$ cat src/rtl/rop3_mode_recover.sv
// ----------------------------------------------------------------------------
// rop3_mode_recover
//
// Purpose:
//   Inverse of the ROP3 engine. It watches (P, S, D, Result) sample vectors
//   and rebuilds the 8-bit Mode truth table that produced them. Minterm index
//   is {P, S, D} per bit lane, and Result bit = Mode[idx]. The block runs
//   beside the rop3 datapath as a self-check monitor, and it also serves as a
//   reference checker in block-level benches.
//
// Ports:
//   clk        : system clock, rising edge
//   rst_n      : asynchronous active-low reset
//   clear      : synchronous restart of recovery (priority over in_valid)
//   in_valid   : sample strobe; P/S/D/Result sampled when high
//   P, S, D    : N-bit operands of the sample
//   Result     : N-bit observed ROP3 output of the sample
//   mode_out   : recovered truth-table bits (unknown bits read 0)
//   known_mask : bit k set once minterm k has been observed
//   done       : all eight minterms known, no conflict seen
//   conflict   : sticky; an inconsistent observation was seen
//   sample_cnt : accepted samples since reset/clear, saturating
// ----------------------------------------------------------------------------
module rop3_mode_recover #(
   parameter int unsigned N     = 8,
   parameter int unsigned CNT_W = 16
) (
   input  logic             clk,
   input  logic             rst_n,
   input  logic             clear,
   input  logic             in_valid,
   input  logic [N-1:0]     P,
   input  logic [N-1:0]     S,
   input  logic [N-1:0]     D,
   input  logic [N-1:0]     Result,
   output logic [7:0]       mode_out,
   output logic [7:0]       known_mask,
   output logic             done,
   output logic             conflict,
   output logic [CNT_W-1:0] sample_cnt
);

   typedef enum logic [1:0] {
      ST_IDLE    = 2'd0,
      ST_COLLECT = 2'd1,
      ST_DONE    = 2'd2,
      ST_ERR     = 2'd3
   } state_t;

   state_t           r_state;
   logic [7:0]       r_mode;
   logic [7:0]       r_known;
   logic             r_done;
   logic             r_conflict;
   logic [CNT_W-1:0] r_cnt;

   // Per-minterm summary of the current sample: which minterms appear, and
   // whether any lane hitting them carried a 1 and/or a 0.
   logic [7:0] w_hit;
   logic [7:0] w_one;
   logic [7:0] w_zero;
   logic [7:0] w_intra;
   logic [7:0] w_inter;
   logic       w_any_conflict;
   logic [7:0] w_known_nxt;
   logic [7:0] w_mode_nxt;

   always_comb begin
      logic [2:0] w_idx;
      w_hit  = '0;
      w_one  = '0;
      w_zero = '0;
      w_idx  = '0;
      for (int unsigned i = 0; i < N; i++) begin
         w_idx = {P[i], S[i], D[i]};
         w_hit[w_idx] = 1'b1;
         if (Result[i]) begin
            w_one[w_idx] = 1'b1;
         end else begin
            w_zero[w_idx] = 1'b1;
         end
      end
   end

   always_comb begin
      // new_val[k] is w_one[k]; it only matters where w_hit[k] is set.
      w_intra        = w_one & w_zero;
      w_inter        = r_known & w_hit & (w_one ^ r_mode);
      w_any_conflict = |(w_intra | w_inter);
      w_known_nxt    = r_known | w_hit;
      // Unknown bits of r_mode are always 0, so OR-ing in the newly hit
      // values leaves the already-known bits untouched.
      w_mode_nxt     = r_mode | (w_one & w_hit & ~r_known);
   end

   always_ff @(posedge clk or negedge rst_n) begin
      if (!rst_n) begin
         r_state    <= ST_IDLE;
         r_mode     <= '0;
         r_known    <= '0;
         r_done     <= 1'b0;
         r_conflict <= 1'b0;
         r_cnt      <= '0;
      end else if (clear) begin
         r_state    <= ST_IDLE;
         r_mode     <= '0;
         r_known    <= '0;
         r_done     <= 1'b0;
         r_conflict <= 1'b0;
         r_cnt      <= '0;
      end else if (in_valid && (r_state != ST_ERR)) begin
         r_known <= w_known_nxt;
         r_mode  <= w_mode_nxt;
         if (r_cnt != '1) begin
            r_cnt <= r_cnt + CNT_W'(1);
         end
         if (w_any_conflict) begin
            r_state    <= ST_ERR;
            r_conflict <= 1'b1;
            r_done     <= 1'b0;
         end else if (&w_known_nxt) begin
            r_state <= ST_DONE;
            r_done  <= 1'b1;
         end else begin
            r_state <= ST_COLLECT;
            r_done  <= 1'b0;
         end
      end
   end

   assign mode_out   = r_mode;
   assign known_mask = r_known;
   assign done       = r_done;
   assign conflict   = r_conflict;
   assign sample_cnt = r_cnt;

endmodule

$ cat config.mk
export PLATFORM = sky130hd
export DESIGN_NAME = rop3_mode_recover
export DESIGN_NICKNAME = d
export VERILOG_FILES = /design/src/rtl/rop3_mode_recover.sv
export SDC_FILE = /design/constraint.sdc
export NUM_CORES = 1
export LEC_CHECK = 0
export CAP_MARGIN = 20
export CORE_UTILIZATION = 38
export CTS_CLUSTER_DIAMETER = 120
export DETAILED_ROUTE_END_ITERATION = 10
export PLACE_DENSITY = 0.66
export SYNTH_ARGS = -nofsm -noshare
export SYNTH_HDL_FRONTEND = slang
export SYNTH_SLANG_ARGS = --single-unit
$ cat constraint.sdc
create_clock -name clk -period 3.5 [get_ports clk]
set_input_delay 1.05 -clock clk [delete_from_list [all_inputs] [get_ports clk]]
set_output_delay 1.05 -clock clk [all_outputs]
set_load 0.1 [all_outputs]
==> results of run 1 <==
state kept, by name, indices dropped and copies added (netlist names):
signal	cells
sample_cnt	16
known_mask	8
mode_out	8
r_state	2
conflict	1
done	1
synth_stat cells, types with 3 or more instances:
cell,n
sky130_fd_sc_hd__buf_2,7
sky130_fd_sc_hd__a2111oi_0,12
sky130_fd_sc_hd__nand3b_1,3
sky130_fd_sc_hd__o2111ai_1,3
sky130_fd_sc_hd__nor4_1,8
sky130_fd_sc_hd__a41oi_1,5
sky130_fd_sc_hd__clkbuf_1,29
sky130_fd_sc_hd__and4b_1,8
sky130_fd_sc_hd__and3b_1,3
sky130_fd_sc_hd__dfrtp_1,36
sky130_fd_sc_hd__a22oi_1,20
sky130_fd_sc_hd__nand4_1,15
sky130_fd_sc_hd__nor2_1,53
sky130_fd_sc_hd__a21oi_1,14
sky130_fd_sc_hd__and2_1,6
sky130_fd_sc_hd__a31oi_1,3
sky130_fd_sc_hd__o22ai_1,4
sky130_fd_sc_hd__o21ai_0,4
sky130_fd_sc_hd__nor2b_1,26
sky130_fd_sc_hd__nor3_1,9
sky130_fd_sc_hd__o22a_1,3
sky130_fd_sc_hd__nor4b_1,7
sky130_fd_sc_hd__xnor2_1,9
sky130_fd_sc_hd__nand3_1,27
sky130_fd_sc_hd__nor3b_1,10
sky130_fd_sc_hd__xor2_1,12
sky130_fd_sc_hd__nor4bb_1,12
sky130_fd_sc_hd__nand2_1,22
sky130_fd_sc_hd__a32oi_1,22
sky130_fd_sc_hd__inv_1,20
sky130_fd_sc_hd__and4_1,4
sky130_fd_sc_hd__a2bb2oi_1,5
what timing repair did:
item                                    in CTS  in global routing
endpoints found under the setup margin       0                  4
setup buffers                                0                  0
resized for setup                            0                 10
hold buffers                                 0                  0
power groups by stage:
| stage | combinational [mW] | sequential, mW | clock (mW) |
|---|---|---|---|
| after detailed placement | 0.777 | 0.472 | 0 |
| after CTS | 0.781 | 0.465 | 0.301 |
| after global routing | 0.839 | 0.468 | 0.318 |
| final | 0.799 | 0.466 | 0.302 |
| after global placement | 0.779 | 0.472 | 0 |
| after floorplan | 0.286 | 0.618 | 0 |
area by class of cell:
type	count	area (µm²)	share of cell area [%]
Clock inverter	3	18.77	0.3534
Multi-Input combinational cell	361	2490	46.88
Tap cell	129	161.4	3.039
Sequential cell	36	900.9	16.96
Timing Repair Buffer	200	1597	30.06
Clock buffer	5	68.82	1.296
Inverter	20	75.07	1.413
worst max path at each step:
stage                          from         end  slack, ns
after global routing      Result[1]  r_state[1]     0.0004
after global placement         D[0]  r_state[1]      -0.25
after floorplan                D[1]  r_state[1]       0.50
final                          D[0]        done       0.15
after CTS                      P[5]        done       0.05
after detailed placement       D[0]  r_state[1]      -0.26
stage by stage:
stage / util, % / total power [mW] / setup WS [ns]
after global routing: 57.48 / 1.625 / 0.0004152
after floorplan: - / 0.9035 / 0.5021
final: 57.48 / 1.567 / 0.1456
after detailed placement: 56.34 / 1.250 / -0.2561
after CTS: 57.29 / 1.546 / 0.05454
after global placement: 56.34 / 1.251 / -0.2489
per-layer routing:
layer,track usage [%],up-vias,share of wire (%)
met1,46.47,2263,41
li1,-,2098,-
met3,7.591,57,9.8
met4,15.27,0,4.7
met5,0,-,0
met2,56.07,290,45
kinds of logic (layout without fill, tap and decap cells):
| logic type | count (synthesis) | in the layout |
|---|---|---|
| muxes | 1 | 1 |
| adders and majority gates | 1 | 1 |
| xor gates and xnor gates | 21 | 21 |
| DFF | 36 | 36 |
| buffers and inverters | 60 | 228 |
| and+or+nand+nor | 224 | 224 |
| AOI/OAI and AO/OA | 114 | 114 |
worst max-delay path, cell delays in order:
cell	delay [ns]
sky130_fd_sc_hd__clkdlybuf4s50_1	0.60
sky130_fd_sc_hd__nor2b_1	0.12
sky130_fd_sc_hd__a2111oi_1	0.54
sky130_fd_sc_hd__buf_4	0.22
sky130_fd_sc_hd__nand3_1	0.06
sky130_fd_sc_hd__buf_4	0.16
sky130_fd_sc_hd__buf_4	0.13
sky130_fd_sc_hd__a22oi_1	0.18
sky130_fd_sc_hd__nand4_1	0.20
sky130_fd_sc_hd__nor2_2	0.15
sky130_fd_sc_hd__a41o_1	0.18
==> summary.json, run 1 <==
{
  "route": {
    "num_vias": 4708,
    "drc": 0,
    "avgRoutedWirePerCell_um": 22.92,
    "firstDrtPassIters": 5,
    "vias_per_std_cell": 6.244,
    "antenna_left": 0,
    "route.final.wire_length_um": 17290,
    "initialDrtViolationCount": 467
  },
  "outcome": {
    "status": "finished clean"
  },
  "synth": {
    "postSynthNetCount": 494,
    "synth_compound_gate_area_share_pct": 25.69,
    "synth_seq_area_share_pct": 24.79,
    "synth_area_um2": 3633,
    "yosys.area_share.xor_xnor_pct": 5.062,
    "synth.top_cell.area_share_pct": 24.79,
    "largest_family_of_logic_cells_by_synthesized_area": "simple AND/OR/NAND/NOR gates",
    "synth_top_cell_by_area": "sky130_fd_sc_hd__dfrtp_1",
    "syn_area_per_cell_um2": 7.951,
    "synth_fa_ha_area_share_pct": 0.3444,
    "muxShareOfSynthArea_pct": 0.2755,
    "synthDistinctLibCells": 61,
    "synth_area_leaders": "sky130_fd_sc_hd__dfrtp_1 (25%), sky130_fd_sc_hd__nor2_1 (5.5%), sky130_fd_sc_hd__a32oi_1 (5.3%)",
    "ys_ff_latch": 36,
    "ys_dominant_reg_cell": "sky130_fd_sc_hd__dfrtp_1",
    "yosys_warnings": 0,
    "async_reset_ff_share_pct": 100.0,
    "yosys.area_share.simple_pct": 36.88,
    "synth-edff-count": 0,
    "postSynthCellCount": 457
  },
  "die": {
    "die_h_um": 99.79,
    "fp.dieArea_um2": 9957,
    "dieWidth_um": 99.79,
    "floorplan.initialDensity_pct": 39.32,
    "core.rowCount": 35,
    "floorplan.io_pins": 70,
    "design.core.area_um2": 9240
  },
  "cells_and_area": {
    "final_cell_area_um2": 5311,
    "stdcell_count": 754,
    "filler_cell_count": 831,
    "drive_gt1_share_pct": 29.92,
    "num-nets-final": 661,
    "final_common_cell": "sky130_fd_sc_hd__buf_4",
    "area.growth.synth_to_final_pct": 46.18,
    "most-common-layout-cells": "sky130_fd_sc_hd__buf_4 (165), sky130_fd_sc_hd__nor2_1 (52), sky130_fd_sc_hd__dfrtp_1 (36)",
    "num_antenna_cells": 0
  },
  "timing": {
    "layout_min_cycle_time_ns": 3.354,
    "period_share_pct": 95.84,
    "whs_ns": 0.5502,
    "final_hold_viol_count": 0,
    "timing.setup.tns_ns": 0,
    "final-max-slew-violation-count": 0,
    "highest_attainable_clock_frequency_mhz": 298.1,
    "final.setup_skew_ns": 0.004591,
    "grt_setup_unrepaired": "false",
    "setup_violations": 0,
    "worst_tran_pin_value_ns": 0.9684,
    "worst_slew_margin_rel_pct": 34.74
  },
  "placement": {
    "dpl.hpwl_um": 13670,
    "numPortBuffers": 69,
    "routabilityCongestion": 0.9947,
    "dp_cells": 746,
    "placed_cell_area_um2": 5206
  },
  "grt": {
    "first_pass_grt_wire_length_um": 26450,
    "grt_max_degree": 37,
    "antenna_found_initial": 0,
    "number_of_global_route_vias_before_repair": 4570,
    "groute.usage.overall_pct": 35.36,
    "grt-ovfl-total": 0
  },
  "critical_path": {
    "r2r_end": "sample_cnt[6]",
    "reg2reg_slack_ns": 0.95,
    "timing.critical_path.fanout_max": 6,
    "r2r_start": "sample_cnt[3]",
    "setup.worst_path.end_class": "register",
    "kind_of_start_point_of_the_critical_path": "primary input",
    "critPathArrivalTime_ns": 3.59,
    "worst-r2r-cell-count": 7,
    "timing.critical_path.required_ns": 3.74,
    "critPathKind": "primary input to register"
  },
  "hold_path": {
    "end_of_the_worst_hold_path": "known_mask[3]",
    "path_category_of_the_worst_min_delay_check": "register to register",
    "hold_depth": 2,
    "hold_start": "known_mask[3]"
  },
  "clock_network": {
    "htree_num_levels": 2,
    "cts_inserted_buffers": 5,
    "cts_tree": "yes",
    "clock_insertion_delay_worst_skew_ns": 0.30,
    "max-clock-path-buffers": 2,
    "cts_num_sinks": 36,
    "path_clk_slew_ns": 0.08,
    "clk_root_buffer_cell": "sky130_fd_sc_hd__clkbuf_8"
  },
  "power": {
    "p_leak_nw": 2.359,
    "power_frac_seq_pct": 29.7,
    "power_report.internal_total_uw": 887.5,
    "switching_share_pct": 43.36,
    "power_frac_clock_pct": 19.3,
    "power_frac_comb_pct": 51.0,
    "vdd_ir_max_v": 0.0003341,
    "power_density_nw_per_um2": 295.0,
    "total_switching_power_uw": 679.4
  },
  "run": {
    "drv_cap": 0
  }
}
(Power assumes the default switching activity.)
==> run 2: changes to the inputs <==
--- a/config.mk
+++ b/config.mk
@@ -5,11 +5,12 @@
 export SDC_FILE = /design/constraint.sdc
 export NUM_CORES = 1
 export LEC_CHECK = 0
+export ABC_AREA = 1
 export CAP_MARGIN = 20
 export CORE_UTILIZATION = 38
 export CTS_CLUSTER_DIAMETER = 120
 export DETAILED_ROUTE_END_ITERATION = 10
-export PLACE_DENSITY = 0.66
+export PLACE_DENSITY = 0.64
 export SYNTH_ARGS = -nofsm -noshare
 export SYNTH_HDL_FRONTEND = slang
 export SYNTH_SLANG_ARGS = --single-unit
==> run 2 against run 1 <==
Via count increased by 8.2%. Clock power up 5%. Final cell count is 19% higher. Clock skew increased by 0.0067 ns. Die area grew 14%. Sequential cell count is the same. Maximum frequency is 9.8% higher. Wire length is 8.4% lower. Design area shrank 7.3%.
==> summary.json, run 2 <==
{
  "outcome": {
    "status": "finished clean"
  },
  "timing": {
    "period_share_pct": 87.25,
    "grt_setup_unrepaired": "false",
    "worst_slew_margin_rel_pct": 45.86,
    "layout_min_cycle_time_ns": 3.054,
    "highest_attainable_clock_frequency_mhz": 327.5,
    "timing.setup.tns_ns": 0,
    "final.setup_skew_ns": 0.01133,
    "setup_violations": 0,
    "worst_tran_pin_value_ns": 0.8122,
    "whs_ns": 0.5002,
    "final-max-slew-violation-count": 0,
    "final_hold_viol_count": 0
  },
  "grt": {
    "first_pass_grt_wire_length_um": 24720,
    "grt-ovfl-total": 0,
    "number_of_global_route_vias_before_repair": 4601,
    "groute.usage.overall_pct": 28.45,
    "grt_max_degree": 37,
    "antenna_found_initial": 0
  },
  "cells_and_area": {
    "sequential_cell_area_um2": 900.9,
    "drive_gt1_share_pct": 14.68,
    "num-nets-final": 799,
    "flip_flop_count_of_the_largest_register_after_layout": 16,
    "num_antenna_cells": 0,
    "final_common_cell": "sky130_fd_sc_hd__nand2_1",
    "filler_cell_count": 1135,
    "most-common-layout-cells": "sky130_fd_sc_hd__nand2_1 (184), sky130_fd_sc_hd__nand3_1 (105), sky130_fd_sc_hd__nand4_1 (87)",
    "stdcell_count": 899,
    "area.growth.synth_to_final_pct": 18.85,
    "multi_input_comb_area_um2": 2695
  },
  "synth": {
    "synth_area_leaders": "sky130_fd_sc_hd__dfrtp_1 (22%), sky130_fd_sc_hd__nand2_1 (17%), sky130_fd_sc_hd__nand4_1 (13%)",
    "leading_cell_types_by_count_after_synthesis": "sky130_fd_sc_hd__nand2_1 (184), sky130_fd_sc_hd__nand3_1 (105), sky130_fd_sc_hd__nand4_1 (87), sky130_fd_sc_hd__nor2_1 (65), sky130_fd_sc_hd__inv_1 (61)",
    "synth_area_um2": 4143,
    "yosys_warnings": 0,
    "postSynthNetCount": 741,
    "synth_top_cell_by_area": "sky130_fd_sc_hd__dfrtp_1",
    "synthDistinctLibCells": 34,
    "synth_seq_area_share_pct": 21.75,
    "postSynthCellCount": 704,
    "ys_ff_latch": 36,
    "yosysMostFrequentCell": "sky130_fd_sc_hd__nand2_1",
    "async_reset_ff_share_pct": 100.0,
    "ys_dominant_reg_cell": "sky130_fd_sc_hd__dfrtp_1",
    "synth-edff-count": 0,
    "syn_area_per_cell_um2": 5.885,
    "synth.top_cell.area_share_pct": 21.75
  },
  "placement": {
    "numPortBuffers": 69,
    "routabilityCongestion": 0.9841,
    "dpl.hpwl_um": 12760,
    "dp_cells": 891
  },
  "hold_path": {
    "end_of_the_worst_hold_path": "r_state[0]",
    "hold_depth": 2,
    "hold_start": "r_state[0]",
    "path_category_of_the_worst_min_delay_check": "register to register"
  },
  "power": {
    "vdd_ir_max_v": 0.0002152,
    "power_report.internal_total_uw": 804.3,
    "power_frac_clock_pct": 20.5,
    "switching_share_pct": 47.80,
    "p_leak_nw": 2.517,
    "power_frac_seq_pct": 30.8,
    "total_switching_power_uw": 736.6,
    "power_density_nw_per_um2": 313.0,
    "power_frac_comb_pct": 48.7
  },
  "critical_path": {
    "timing.critical_path.fanout_max": 14,
    "critPathKind": "primary input to register",
    "r2r_end": "sample_cnt[15]",
    "worst-r2r-cell-count": 12,
    "critPathArrivalTime_ns": 3.24,
    "setup.worst_path.end_class": "register",
    "worstSetupStartpoint": "P[6]",
    "reg2reg_slack_ns": 1.62,
    "timing.critical_path.required_ns": 3.68,
    "r2r_start": "sample_cnt[0]",
    "kind_of_start_point_of_the_critical_path": "primary input"
  },
  "clock_network": {
    "cts_setup_buffers": 0,
    "cts.repair.resized": 0,
    "cts_tree": "yes",
    "clk_root_buffer_cell": "sky130_fd_sc_hd__clkbuf_8",
    "path_clk_slew_ns": 0.07,
    "cts-hold-fix-buffers": 0,
    "cts_num_sinks": 36,
    "cts_inserted_buffers": 5,
    "htree_num_levels": 2,
    "max-clock-path-buffers": 2,
    "clock_insertion_delay_worst_skew_ns": 0.30
  },
  "die": {
    "fp.dieArea_um2": 11320,
    "dieWidth_um": 106.4,
    "core.rowCount": 37,
    "floorplan.io_pins": 70,
    "floorplan.initialDensity_pct": 39.60,
    "design.core.area_um2": 10460,
    "die_h_um": 106.4
  },
  "route": {
    "drc": 0,
    "route.final.wire_length_um": 15830,
    "avgRoutedWirePerCell_um": 17.61,
    "initialDrtViolationCount": 543,
    "num_vias": 5096,
    "firstDrtPassIters": 5,
    "vias_per_std_cell": 5.669,
    "antenna_left": 0
  },
  "run": {
    "drv_cap": 0
  }
}
[run 2: cell types whose count changed after synthesis, moves of 20 or more]
cell and change:
sky130_fd_sc_hd__a22oi_1 -20, sky130_fd_sc_hd__a32oi_1 -22, sky130_fd_sc_hd__clkbuf_1 -27, sky130_fd_sc_hd__inv_1 +41
sky130_fd_sc_hd__nand2_1 +162, sky130_fd_sc_hd__nand3_1 +78, sky130_fd_sc_hd__nand4_1 +72, sky130_fd_sc_hd__nor2b_1 -26
[run 2: cell families after synthesis]
kind of cell | synth area share (%)
buffers and inverters | 13.20
adder cells (fa/ha/maj) | 0.3020
AND/OR/NAND/NOR | 55.81
flip-flops | 21.75
AO/OA/AOI/OAI | 8.940
[run 2: area by class of cell]
cell class / instances / area share (%)
Multi-Input combinational cell: 549 / 54.74
Inverter: 80 / 6.201
Timing Repair Buffer: 90 / 15.40
Clock buffer: 7 / 1.753
Clock inverter: 1 / 0.1525
Sequential cell: 36 / 18.30
Tap cell: 136 / 3.456
[run 2: worst max-delay path by stage]
| stage | slack (ns) | end |
|---|---|---|
| finish | 0.45 | conflict |
| global route | 0.24 | r_state[0] |
| CTS | 0.48 | conflict |
| detailed placement | 0.17 | r_state[1] |
| global placement | 0.17 | r_state[1] |
| floorplan | 1.17 | sample_cnt[5] |
[run 2: power groups by stage]
stage               sequential [mW]  clock, mW  combinational, mW
floorplan                     0.664          0              0.340
global placement              0.482          0              0.740
detailed placement            0.481          0              0.742
CTS                           0.474      0.326              0.744
global route                  0.478      0.342              0.806
finish                        0.474      0.316              0.751
[run 2: through the flow]
step                worst slack [ns]  util, %  total power, mW  cell area, µm²
floorplan                      1.172        -            1.003            4143
global placement              0.1698    46.16            1.221            4830
detailed placement            0.1702    46.16            1.223            4830
CTS                           0.4782    47.06            1.544            4923
global route                  0.2385    47.06            1.626            4923
finish                        0.4461    47.06            1.541            4923
[run 2: metal layers]
metal / vias to the layer above / wire length [µm] / track usage, %
li1: 2508 / - / -
met1: 2333 / 7242 / 42.60
met2: 235 / 6992 / 42.95
met3: 20 / 1330 / 3.924
met4: 0 / 262 / 6.164
met5: - / 0 / 0
[run 2: critical path, cell delays in order]
cell	delay (ns)
sky130_fd_sc_hd__clkdlybuf4s50_1	0.74
sky130_fd_sc_hd__inv_1	0.20
sky130_fd_sc_hd__nand4_1	0.17
sky130_fd_sc_hd__nand2_1	0.07
sky130_fd_sc_hd__nor2_1	0.24
sky130_fd_sc_hd__nand2_1	0.14
sky130_fd_sc_hd__nand2_1	0.09
sky130_fd_sc_hd__nand2_1	0.05
sky130_fd_sc_hd__inv_1	0.07
sky130_fd_sc_hd__nand2_1	0.09
sky130_fd_sc_hd__nor2_4	0.11
sky130_fd_sc_hd__nand3_2	0.09
sky130_fd_sc_hd__nand2_2	0.07
sky130_fd_sc_hd__nand2_1	0.05
==> run 3: changes to the inputs <==
--- a/config.mk
+++ b/config.mk
@@ -7,10 +7,13 @@
 export LEC_CHECK = 0
 export ABC_AREA = 1
 export CAP_MARGIN = 20
+export CELL_PAD_IN_SITES_DETAIL_PLACEMENT = 1
+export CELL_PAD_IN_SITES_GLOBAL_PLACEMENT = 1
 export CORE_UTILIZATION = 38
 export CTS_CLUSTER_DIAMETER = 120
 export DETAILED_ROUTE_END_ITERATION = 10
-export PLACE_DENSITY = 0.64
+export PLACE_DENSITY = 0.87
+export REMOVE_ABC_BUFFERS = 1
 export SYNTH_ARGS = -nofsm -noshare
 export SYNTH_HDL_FRONTEND = slang
 export SYNTH_SLANG_ARGS = --single-unit
==> run 3 against run 2 <==
Final cell count up 1.0%. Register-to-register slack worse by 0.09 ns. First-iteration DRC count down 27%. Worst setup slack worse by 0.018 ns. Design area up 1.4%. Die area unchanged. Maximum frequency down 0.58%. Sequential cell count unchanged. Utilization up 0.65 points. Sequential power about the same. Clock-buffer cell count unchanged. Largest power group unchanged.
==> summary.json, run 3 (same netlist as run 2, synthesis figures left out) <==
{
  "timing": {
    "highest_attainable_clock_frequency_mhz": 325.6,
    "period_share_pct": 87.76,
    "setup_violations": 0,
    "worst_tran_pin_value_ns": 0.8377,
    "final_hold_viol_count": 0,
    "grt_setup_unrepaired": "false",
    "layout_min_cycle_time_ns": 3.072,
    "timing.setup.tns_ns": 0,
    "final-max-slew-violation-count": 0,
    "worst_slew_margin_rel_pct": 44.15,
    "final.setup_skew_ns": 0.007847
  },
  "clock_network": {
    "path_clk_slew_ns": 0.07,
    "clock_insertion_delay_worst_skew_ns": 0.30,
    "htree_num_levels": 2,
    "clk_root_buffer_cell": "sky130_fd_sc_hd__clkbuf_8",
    "cts_setup_buffers": 0,
    "cts.repair.resized": 0,
    "cts-hold-fix-buffers": 0,
    "cts_tree": "yes",
    "max-clock-path-buffers": 2,
    "cts_num_sinks": 36,
    "cts_inserted_buffers": 5
  },
  "placement": {
    "numPortBuffers": 69,
    "routabilityCongestion": 0.9665,
    "placed_cell_area_um2": 4897,
    "dpl.hpwl_um": 15130
  },
  "grt": {
    "number_of_global_route_vias_before_repair": 5340,
    "groute.usage.overall_pct": 34.06,
    "grt_max_degree": 37,
    "antenna_found_initial": 0,
    "grt-ovfl-total": 0,
    "first_pass_grt_wire_length_um": 29240
  },
  "critical_path": {
    "critical_path.top_delay_family": "simple AND/OR/NAND/NOR gates",
    "timing.critical_path.required_ns": 3.70,
    "timing.critical_path.mode_cell": "sky130_fd_sc_hd__nand2_1",
    "r2r_start": "r_state[0]",
    "critPathKind": "primary input to register",
    "worstSetupStartpoint": "P[2]",
    "kind_of_start_point_of_the_critical_path": "primary input",
    "setup.worst_path.end_class": "register",
    "critical_path.n_buffers_inverters": 3,
    "timing.critical_path.slowest_cell_delay_ns": 0.72,
    "reg2reg_slack_ns": 1.53,
    "critical_path.slowest_cell": "sky130_fd_sc_hd__clkdlybuf4s50_1",
    "timing.critical_path.fanout_max": 12,
    "critPathArrivalTime_ns": 3.27,
    "path_cells": "clkdlybuf4s50_1, inv_2, nand4_1, o21ai_1, nor2_1, nand2_2, nand2_1, nand2_1, inv_1, nand2_1, nor2_4, nand4_1, nand2_1, nand2_1"
  },
  "cells_and_area": {
    "num-nets-final": 808,
    "drive_gt1_share_pct": 15.67,
    "num_antenna_cells": 0,
    "final_common_cell": "sky130_fd_sc_hd__nand2_1",
    "area.growth.synth_to_final_pct": 20.48,
    "multi_input_comb_area_um2": 2695,
    "final_cell_area_um2": 4991,
    "sequential_cell_area_um2": 900.9,
    "flip_flop_count_of_the_largest_register_after_layout": 16,
    "most-common-layout-cells": "sky130_fd_sc_hd__nand2_1 (184), sky130_fd_sc_hd__nand3_1 (105), sky130_fd_sc_hd__nand4_1 (87)",
    "filler_cell_count": 1477
  },
  "power": {
    "total_switching_power_uw": 772.2,
    "power_frac_clock_pct": 20.4,
    "power_report.internal_total_uw": 810.6,
    "power_frac_comb_pct": 49.6,
    "vdd_ir_max_v": 0.0002255,
    "power_density_nw_per_um2": 317.1,
    "switching_share_pct": 48.79,
    "power_frac_seq_pct": 30.0,
    "p_leak_nw": 2.560
  },
  "route": {
    "antenna_left": 0,
    "firstDrtPassIters": 5,
    "initialDrtViolationCount": 396,
    "route.final.wire_length_um": 18670,
    "num_vias": 5287,
    "vias_per_std_cell": 5.823,
    "drc": 0,
    "avgRoutedWirePerCell_um": 20.57
  },
  "die": {
    "die_h_um": 106.4,
    "fp.dieArea_um2": 11320,
    "core.rowCount": 37,
    "floorplan.initialDensity_pct": 39.60,
    "dieWidth_um": 106.4,
    "design.core.area_um2": 10460,
    "floorplan.io_pins": 70
  },
  "run": {
    "drv_cap": 0
  },
  "outcome": {
    "status": "finished clean"
  },
  "hold_path": {
    "path_category_of_the_worst_min_delay_check": "register to register",
    "hold_start": "r_state[0]"
  }
}
==> run 3: cell types whose count changed in the layout (fill, tap and decap cells not counted), sizes merged <==
cell / change
buf: +9
==> run 3: final cells by class <==
cell class | instances | area share (%)
multi-input combinational | 549 | 54.00
sequential | 36 | 18.05
timing repair buffer | 99 | 16.55
inverter | 80 | 6.117
tap | 136 | 3.409
clock buffer | 7 | 1.730
clock inverter | 1 | 0.1504
==> run 3: path summary, 6_finish.rpt <==
path	to	cells after the start
worst max register to register	sample_cnt[5]	10
worst min-delay path	r_state[0]	2
min in group asynchronous	mode_out[7]	1
worst min register to register	r_state[0]	2
worst max-delay path	r_state[0]	14
max in group asynchronous	sample_cnt[8]	1
==> run 3: routing by layer <==
metal / wire [µm] / global-route usage [%] / vias up
met1: 8346 / 45.60 / 2553
met3: 1071 / 5.763 / 46
li1: - / - / 2518
met4: 646 / 12.52 / 0
met2: 8608 / 54.82 / 170
met5: 0 / 0 / -
==> run 3: power by group through the flow <==
stage | Sequential [mW] | Combinational, mW | Clock [mW]
detailed placement | 0.482 | 0.773 | 0
global placement | 0.480 | 0.755 | 0
global route | 0.479 | 0.838 | 0.341
floorplan | 0.664 | 0.283 | 0
finish | 0.475 | 0.785 | 0.323
CTS | 0.475 | 0.776 | 0.330
==> run 3: worst reg2reg max path, stage by stage (launching register included) <==
cell and delay [ns]:
sky130_fd_sc_hd__dfrtp_1 0.36, sky130_fd_sc_hd__nand2_1 0.10, sky130_fd_sc_hd__nand2_4 0.13, sky130_fd_sc_hd__inv_4 0.09, sky130_fd_sc_hd__nor2_2 0.45, sky130_fd_sc_hd__inv_2 0.10, sky130_fd_sc_hd__nand2_2 0.21, sky130_fd_sc_hd__inv_2 0.11
sky130_fd_sc_hd__nand4_1 0.12, sky130_fd_sc_hd__a21oi_1 0.09, sky130_fd_sc_hd__o21a_1 0.12
==> run 3: stage by stage <==
stage / util [%] / cells / power [mW] / hold slack (ns) / worst slack [ns]
2_1_floorplan: - / 665 / 0.9463 / 0.4492 / 1.156
3_3_place_gp: 46.81 / 900 / 1.235 / 0.4685 / 0.2328
3_5_place_dp: 46.81 / 900 / 1.254 / 0.4859 / 0.1575
4_1_cts: 47.70 / 908 / 1.581 / 0.5079 / 0.4576
5_1_grt: 47.70 / 908 / 1.658 / 0.5514 / 0.2495
6_report: 47.70 / 908 / 1.583 / 0.5043 / 0.4284
